<file path="src/rtl/mult_pkg.sv">
// Shared constants and state encoding for the iterative Booth multiplier.
// Latency: n/a (types and constants only).
// Backpressure: n/a.
package mult_pkg;

  localparam int ITER_DEFAULT = 32;

  localparam logic [4:0] ALU_ADD = 5'b00000;
  localparam logic [4:0] ALU_SUB = 5'b00001;

  typedef enum logic [1:0] {
    ST_IDLE = 2'd0,
    ST_RUN  = 2'd1,
    ST_DONE = 2'd2
  } state_e;

endpackage

</file>
<file path="src/rtl/mult_counter.sv">
// Booth iteration counter: clear, count-enable, terminal flag at ITER-1.
// Latency: count updates on the edge after en_i; tc_o is a decode of the count register.
// Backpressure: none; clear has priority over enable.
module mult_counter #(
  parameter int ITER = 32
) (
  input  logic clock_i,
  input  logic reset_i,
  input  logic clr_i,
  input  logic en_i,
  output logic tc_o
);

  logic [5:0] cnt_q;
  logic [5:0] cnt_d;

  // Next count: clear wins, otherwise step when enabled.
  always_comb begin
    cnt_d = cnt_q;
    if (clr_i) begin
      cnt_d = 6'd0;
    end else if (en_i) begin
      cnt_d = cnt_q + 6'd1;
    end
  end

  // Count register with synchronous reset.
  always_ff @(posedge clock_i) begin
    if (reset_i) begin
      cnt_q <= 6'd0;
    end else begin
      cnt_q <= cnt_d;
    end
  end

  assign tc_o = (cnt_q == 6'(ITER - 1));

endmodule

</file>
<file path="src/rtl/mult_ctrl.sv">
// Signed 32x32 Booth multiplier controller sequencing the shared external ALU.
// Latency: start in cycle t -> busy t+1..t+ITER, data_resultRDY pulse in t+ITER+1.
// Backpressure: none; ctrl_MULT outside IDLE is dropped, not queued.
module mult_ctrl
  import mult_pkg::*;
#(
  parameter int ITER = ITER_DEFAULT
) (
  input  logic        clock,
  input  logic        reset,
  input  logic        ctrl_MULT,
  input  logic [31:0] data_operandA,
  input  logic [31:0] data_operandB,
  output logic [4:0]  alu_opcode,
  output logic [31:0] alu_operandA,
  output logic [31:0] alu_operandB,
  input  logic [31:0] alu_result,
  input  logic        alu_overflow,
  output logic [31:0] data_result,
  output logic        data_exception,
  output logic        data_resultRDY,
  output logic        busy
);

  state_e      state_q, state_d;
  logic [31:0] m_q, m_d;
  logic [31:0] hi_q, hi_d;
  logic [31:0] lo_q, lo_d;
  logic        q_q, q_d;
  logic [31:0] res_q, res_d;
  logic        exc_q, exc_d;

  logic        cnt_clr;
  logic        cnt_en;
  logic        cnt_tc;
  logic [31:0] step_s;
  logic        step_e;

  mult_counter #(
    .ITER (ITER)
  ) u_counter (
    .clock_i (clock),
    .reset_i (reset),
    .clr_i   (cnt_clr),
    .en_i    (cnt_en),
    .tc_o    (cnt_tc)
  );

  // Next-state, Booth step datapath and ALU opcode selection.
  always_comb begin
    state_d    = state_q;
    m_d        = m_q;
    hi_d       = hi_q;
    lo_d       = lo_q;
    q_d        = q_q;
    res_d      = res_q;
    exc_d      = exc_q;
    cnt_clr    = 1'b0;
    cnt_en     = 1'b0;
    alu_opcode = ALU_ADD;
    step_s     = hi_q;
    step_e     = hi_q[31];

    unique case (state_q)
      ST_IDLE: begin
        if (ctrl_MULT) begin
          m_d     = data_operandA;
          hi_d    = 32'd0;
          lo_d    = data_operandB;
          q_d     = 1'b0;
          cnt_clr = 1'b1;
          state_d = ST_RUN;
        end
      end
      ST_RUN: begin
        // E is the true sign of the 33-bit sum, so M = 0x80000000 subtracts correctly.
        unique case ({lo_q[0], q_q})
          2'b01: begin
            alu_opcode = ALU_ADD;
            step_s     = alu_result;
            step_e     = alu_result[31] ^ alu_overflow;
          end
          2'b10: begin
            alu_opcode = ALU_SUB;
            step_s     = alu_result;
            step_e     = alu_result[31] ^ alu_overflow;
          end
          default: begin
            step_s = hi_q;
            step_e = hi_q[31];
          end
        endcase
        hi_d   = {step_e, step_s[31:1]};
        lo_d   = {step_s[0], lo_q[31:1]};
        q_d    = lo_q[0];
        cnt_en = 1'b1;
        if (cnt_tc) begin
          // Final step: latch the product so it is valid alongside the ready pulse.
          res_d   = lo_d;
          exc_d   = (hi_d != {32{lo_d[31]}});
          state_d = ST_DONE;
        end
      end
      ST_DONE: begin
        state_d = ST_IDLE;
      end
      default: begin
        state_d = ST_IDLE;
      end
    endcase
  end

  // State and datapath registers; reset aborts any operation in flight.
  always_ff @(posedge clock) begin
    if (reset) begin
      state_q <= ST_IDLE;
      m_q     <= 32'd0;
      hi_q    <= 32'd0;
      lo_q    <= 32'd0;
      q_q     <= 1'b0;
      res_q   <= 32'd0;
      exc_q   <= 1'b0;
    end else begin
      state_q <= state_d;
      m_q     <= m_d;
      hi_q    <= hi_d;
      lo_q    <= lo_d;
      q_q     <= q_d;
      res_q   <= res_d;
      exc_q   <= exc_d;
    end
  end

  assign alu_operandA   = hi_q;
  assign alu_operandB   = m_q;
  assign data_result    = res_q;
  assign data_exception = exc_q;
  assign data_resultRDY = (state_q == ST_DONE);
  assign busy           = (state_q == ST_RUN);

endmodule

</file>
<file path="config.mk">
export PLATFORM = sky130hd
export DESIGN_NAME = mult_ctrl
export DESIGN_NICKNAME = d
export VERILOG_FILES = /design/src/rtl/mult_pkg.sv /design/src/rtl/mult_counter.sv /design/src/rtl/mult_ctrl.sv
export SDC_FILE = /design/constraint.sdc
export NUM_CORES = 1
export LEC_CHECK = 0
export CAP_MARGIN = 15
export CORE_MARGIN = 8
export CORE_UTILIZATION = 49
export DETAILED_ROUTE_END_ITERATION = 10
export GPL_TIMING_DRIVEN = 0
export HOLD_SLACK_MARGIN = 0.06
export PLACE_DENSITY = 0.95
export SYNTH_ARGS = -nofsm -noshare
export SYNTH_HDL_FRONTEND = slang
export SYNTH_HIERARCHICAL = 1
export SYNTH_SLANG_ARGS = --single-unit
</file>
<file path="constraint.sdc">
create_clock -name clock -period 2.9 [get_ports clock]
set_input_delay 0.58 -clock clock [delete_from_list [all_inputs] [get_ports clock]]
set_output_delay 0.58 -clock clock [all_outputs]
set_load 0.05 [all_outputs]
</file>
* Word-level counts from Yosys, hierarchy flattened *
Cells that the tools add are included.

cells by class
  add/subtract/negate cells = 1
  equal/unequal tests = 8
  muxes and demuxes = 18
  bitwise logic cells = 1
  reductions and logical operators = 8

operator list
  kind                                                             count
  32-bit 2-to-1 mux                                                4
  32-bit one-hot mux with 2 select lines                           2
  32-bit != test                                                   1
  1-bit 2-to-1 mux                                                 8
  2-bit AND reduction                                              4
  6-bit by 1-bit adder with 6-bit output, second input constant    1
  6-bit by 5-bit == test with 1-bit output, second input constant  1
  2-bit by 1-bit == test with 1-bit output, second input constant  2
  2-bit == test, second input constant                             2
  2-bit 2-to-1 mux                                                 2
  2-bit one-hot mux with 2 select lines                            1
  2-bit OR reduction                                               2
  2-bit zero test                                                  1
  2-bit by 1-bit != test with 1-bit output, second input constant  1
  2-bit != test, second input constant                             1
  1-bit one-hot mux with 2 select lines                            1
  2-bit nonzero test                                               1
  1-bit bitwise XOR                                                1

storage, ports and cells
  register bits = 138
  input bits = 100
  output and inout bits = 104
  word-level logic and storage cells = 44

* Longest topological paths before layout *
  depth after elaboration = 5
  mapped depth = 10
  mapped depth without buffers = 7

* Cells and area by module *
Netlist, hierarchy kept.

by module, submodules not included
  module        instances  cells each  area an instance (um^2)
  mult_ctrl     1          728         5625.4
  mult_counter  1          28          259.0

* Worst setup path before layout *
No wires, ideal clock.

  kind = register to output
  start = register state_q[1]
  end = output port alu_opcode[0]
  arrival = 1.371 ns
  required time = 2.320 ns
  setup slack = 0.949 ns
  cell stages (with the launch flop) = 5
  path buffers = 1
  cells stage by stage = dfxtp_1 -> nand2b_1 -> buf_2 -> inv_2 -> and2_1

between the ends
  longest elaborated chain between the ends = 2

RTL lines
  element                                   RTL line          text
  start, declared                           mult_ctrl.sv:25   state_e state_q, state_d;
  start signal, assigned                    mult_ctrl.sv:124  state_q <= state_d;
  2-bit by 1-bit == test with 1-bit output  --
  net busy                                  mult_ctrl.sv:22   output logic busy
  1-bit 2-to-1 mux                          mult_ctrl.sv:64   unique case (state_q)
  end, declared                             mult_ctrl.sv:14   output logic [4:0] alu_opcode,

The timed path passes the listed nets, and every way through them passes these cells.

* Worst setup path after layout *
  start = register state_q[1]
  end = output port busy

between the ends
  longest elaborated chain between the ends = 1

RTL lines
  element                                   RTL line          text
  2-bit by 1-bit == test with 1-bit output  mult_ctrl.sv:139  assign busy = (state_q == ST_RUN);
  end, declared                             mult_ctrl.sv:22

Every way passes these cells.

==> flow_summary.toml <==
[outcome]
outcome = "finished, final reports clean"

[timing]
holdWs_ns = 0.4533
fin_setup_tns_ns = 0
slew_violations = 0
period_minus_slack_ns = 2.755
slew_headroom_pct = 55.28
finalSetupViolCount = 0
tightest_slew_ns = 0.6707
finalClockSkew_ns = 0.008863
postLayoutSetupSlackWorst_ns = 0.1453
rsz0062_at_grt = "false"
finalHoldViolCount = 0
fmax_mhz = 363.0
fin_crit_sh_pct = 94.99

[setup_path]
crit_fanout = 14
crit_chain = "nand2b_1, buf_2, inv_2, clkdlybuf4s50_1"
start_kind = "flip-flop"
crit_start = "state_q[1]"
rrSetupSlack_ns = 0.70
cp-end-kind = "output pin"
worstReg2RegEnd = "alu_operandA[24]"
endpoint = "busy"
crit_cells = 4
slowest_delay_ns = 0.86
crit_family = "buffers and inverters"
crit_arrival_ns = 2.17
rr_worst_depth = 10
critPathRequiredTime_ns = 2.32
r2r_start = "q_q"
critPathBufInv = 3
cpMaxStageDelayCell = "clkdlybuf4s50_1"
criticalPathCategory = "reg -> out"

[route]
top_layer_used = "met4"
met2WireLength_mm = 9.324
first_pass_iters = 5
wl_met3_mm = 2.088
via_per_inst = 5.555
met1_length_mm = 7.964
num_vias = 6316
wirelength_mm = 19.91
drtAntennaViolNets = 0
drc_errors = 0
routedWlPerCell_um = 17.51
drt_iter0_drc = 601

[floorplan]
die_w_um = 125.6
placementRows = 40
die_h_um = 125.6
io_pins = 204
core_um2 = 11860
dieArea_um2 = 15770
start_util_pct = 49.61

[cts]
cts_tree = "built"
clockBufferDepth = 2
insertion_delay_ns = 0.43
htreeDepth = 4
clk_pin_slew_ns = 0.06
post-cts-setup-buffers = 0
cts-root-buf = "clkbuf_16"
cts_buffers = 17
cts_sinks = 138

[yosys]
synth.avg_cell_area_um2 = 7.784
ys_seq_elements = 138
synth_cell_types = 45
yosys_most_used_dff = "dfxtp_1"
synth_edf_count = 0
yosysSeqAreaShare_pct = 46.95
async_flop_share_pct = 0
ys_warn_count = 6
syn_inst = 756
syn_area_um2 = 5884

[cells_and_area]
syn_to_final_growth_pct = 48.31
nNetsFinal = 1079
drive_gt1_share_pct = 5.859
final_common_cell = "nand2_1"
final_cell_mix = "nand2_1, clkdlybuf4s50_1, dfxtp_1, nor2_1, a21oi_1"
fillCellCount = 863
layout.cells.non_filler = 1137
num_antenna_cells = 0

[power_and_ir_drop]
swShare_pct = 26.60
total_leakage_power_nw = 3.307
power.share.combinational_pct = 16.5
p_seq_share_pct = 38.8
total_power_mw = 5.302
p_sw_mw = 1.410
vdd_drop_max_v = 0.0005661
clkPwrFrac_pct = 44.7
power.density_nw_per_um2 = 607.5
p_int_mw = 3.891

[global_routing]
gr-total-overflow = 0
antenna_found_initial = 0
grt_max_degree = 17
grtUsageTotal_pct = 25.21
grt_pass1_vias = 6186
grt_pass1_wl_mm = 32.01

[min_path]
worst_hold_path_type = "reg -> reg"

[place]
placed_cells = 1105
hpwl_mm = 14.59
dp_slack_ns = 0.2350
io_buffers = 199
gp_congestion = 0.9272

[flow_run]
drv_cap = 0
worst reg2reg max path: cells and delay by family (launching register included):
family | cells | cell delay, ns
buf+inv | 5 | 0.86
simple gates | 2 | 0.14
mux | 1 | 0.21
compound gates | 1 | 0.22
fa+ha+maj | 1 | 0.29
flops | 1 | 0.35
cell usage after synthesis (all sizes together) (2+ instances only):
cell | count | share of area, %
buf | 29 | 2.7
inv | 5 | 0.32
and2 | 2 | 0.21
o21ai | 3 | 0.26
ha | 2 | 0.43
or3 | 3 | 0.32
mux2i | 27 | 4.6
nor4 | 12 | 1.3
mux2 | 2 | 0.38
nand2b | 4 | 0.55
clkbuf | 34 | 2.2
nand4b | 2 | 0.30
a311oi | 32 | 4.8
dfxtp | 138 | 47
nor2 | 101 | 6.4
nand3 | 12 | 1.0
a21oi | 76 | 6.5
xor2 | 4 | 0.60
nor3 | 8 | 0.68
nand4 | 10 | 1.2
nand2 | 202 | 13
a31oi | 31 | 3.3
how the worst min path moves through the flow:
stage                                start                to  cells after the start
after global placement    alu_operandB[30]  alu_operandB[30]                      2
final                     alu_operandB[28]  alu_operandB[28]                      2
after global routing      alu_operandB[28]  alu_operandB[28]                      2
after detailed placement    data_result[2]    data_result[2]                      2
after floorplan                    lo_q[1]    data_result[0]                      2
after CTS                  alu_operandB[2]   alu_operandB[2]                      2
timing repair:
item                       4_1_cts  5_1_grt
setup endpoints to repair        1        0
gates resized for setup          1        0
hold buffers                     0        0
metrics by stage:
| step | instance area [um2] | utilization [%] |
|---|---|---|
| after floorplan | 5896 | - |
| after global placement | 8071 | 68.05 |
| after detailed placement | 8071 | 68.05 |
| after CTS | 8727 | 73.58 |
| after global routing | 8727 | 73.58 |
| final | 8727 | 73.58 |
area by class of cell:
type / instances / area [um2] / area share (%)
flip-flops and latches: 138 / 2763 / 31.66
repair buffers: 199 / 1991 / 22.81
multi-input cells: 553 / 2829 / 32.42
clock inverters: 10 / 162.7 / 1.864
plain buffers: 63 / 285.3 / 3.269
inverters: 5 / 18.77 / 0.2151
well taps: 147 / 183.9 / 2.108
clock buffers: 22 / 494.2 / 5.663
power by group through the flow:
stage / sequential [mW] / clock (mW) / combinational (mW)
CTS: 2.05 / 2.39 / 0.872
detailed placement: 2.09 / 0 / 0.863
global route: 2.07 / 2.47 / 0.937
floorplan: 2.22 / 0 / 0.381
global placement: 2.09 / 0 / 0.849
finish: 2.06 / 2.37 / 0.876
routing by layer:
metal	vias to the layer above	track usage, %
li1	3049	-
met1	2929	29.04
met2	297	40.24
met3	41	10.96
met4	0	10.24
met5	-	0
registers in the layout, indices dropped and copies added (netlist names):
name,flops
lo_q,32
data_result,32
alu_operandB,32
data_exception,1
q_q,1
alu_operandA,32
state_q,2
u_counter/cnt_q,6
cell families (layout without fill, tap and decap cells):
family / Yosys count / after routing / share of synthesized area, %
xor gates and xnor gates: 5 / 5 / 0.7442
muxes: 29 / 29 / 4.976
other: 1 / 4 / 0.06373
and+or+nand+nor: 363 / 363 / 25.79
DFF: 138 / 138 / 46.95
buffers and inverters: 68 / 299 / 5.167
adders and majority gates: 2 / 2 / 0.4252
AOI/OAI and AO/OA: 150 / 150 / 15.88
Note: power is estimated with default switching activity, not from simulation.
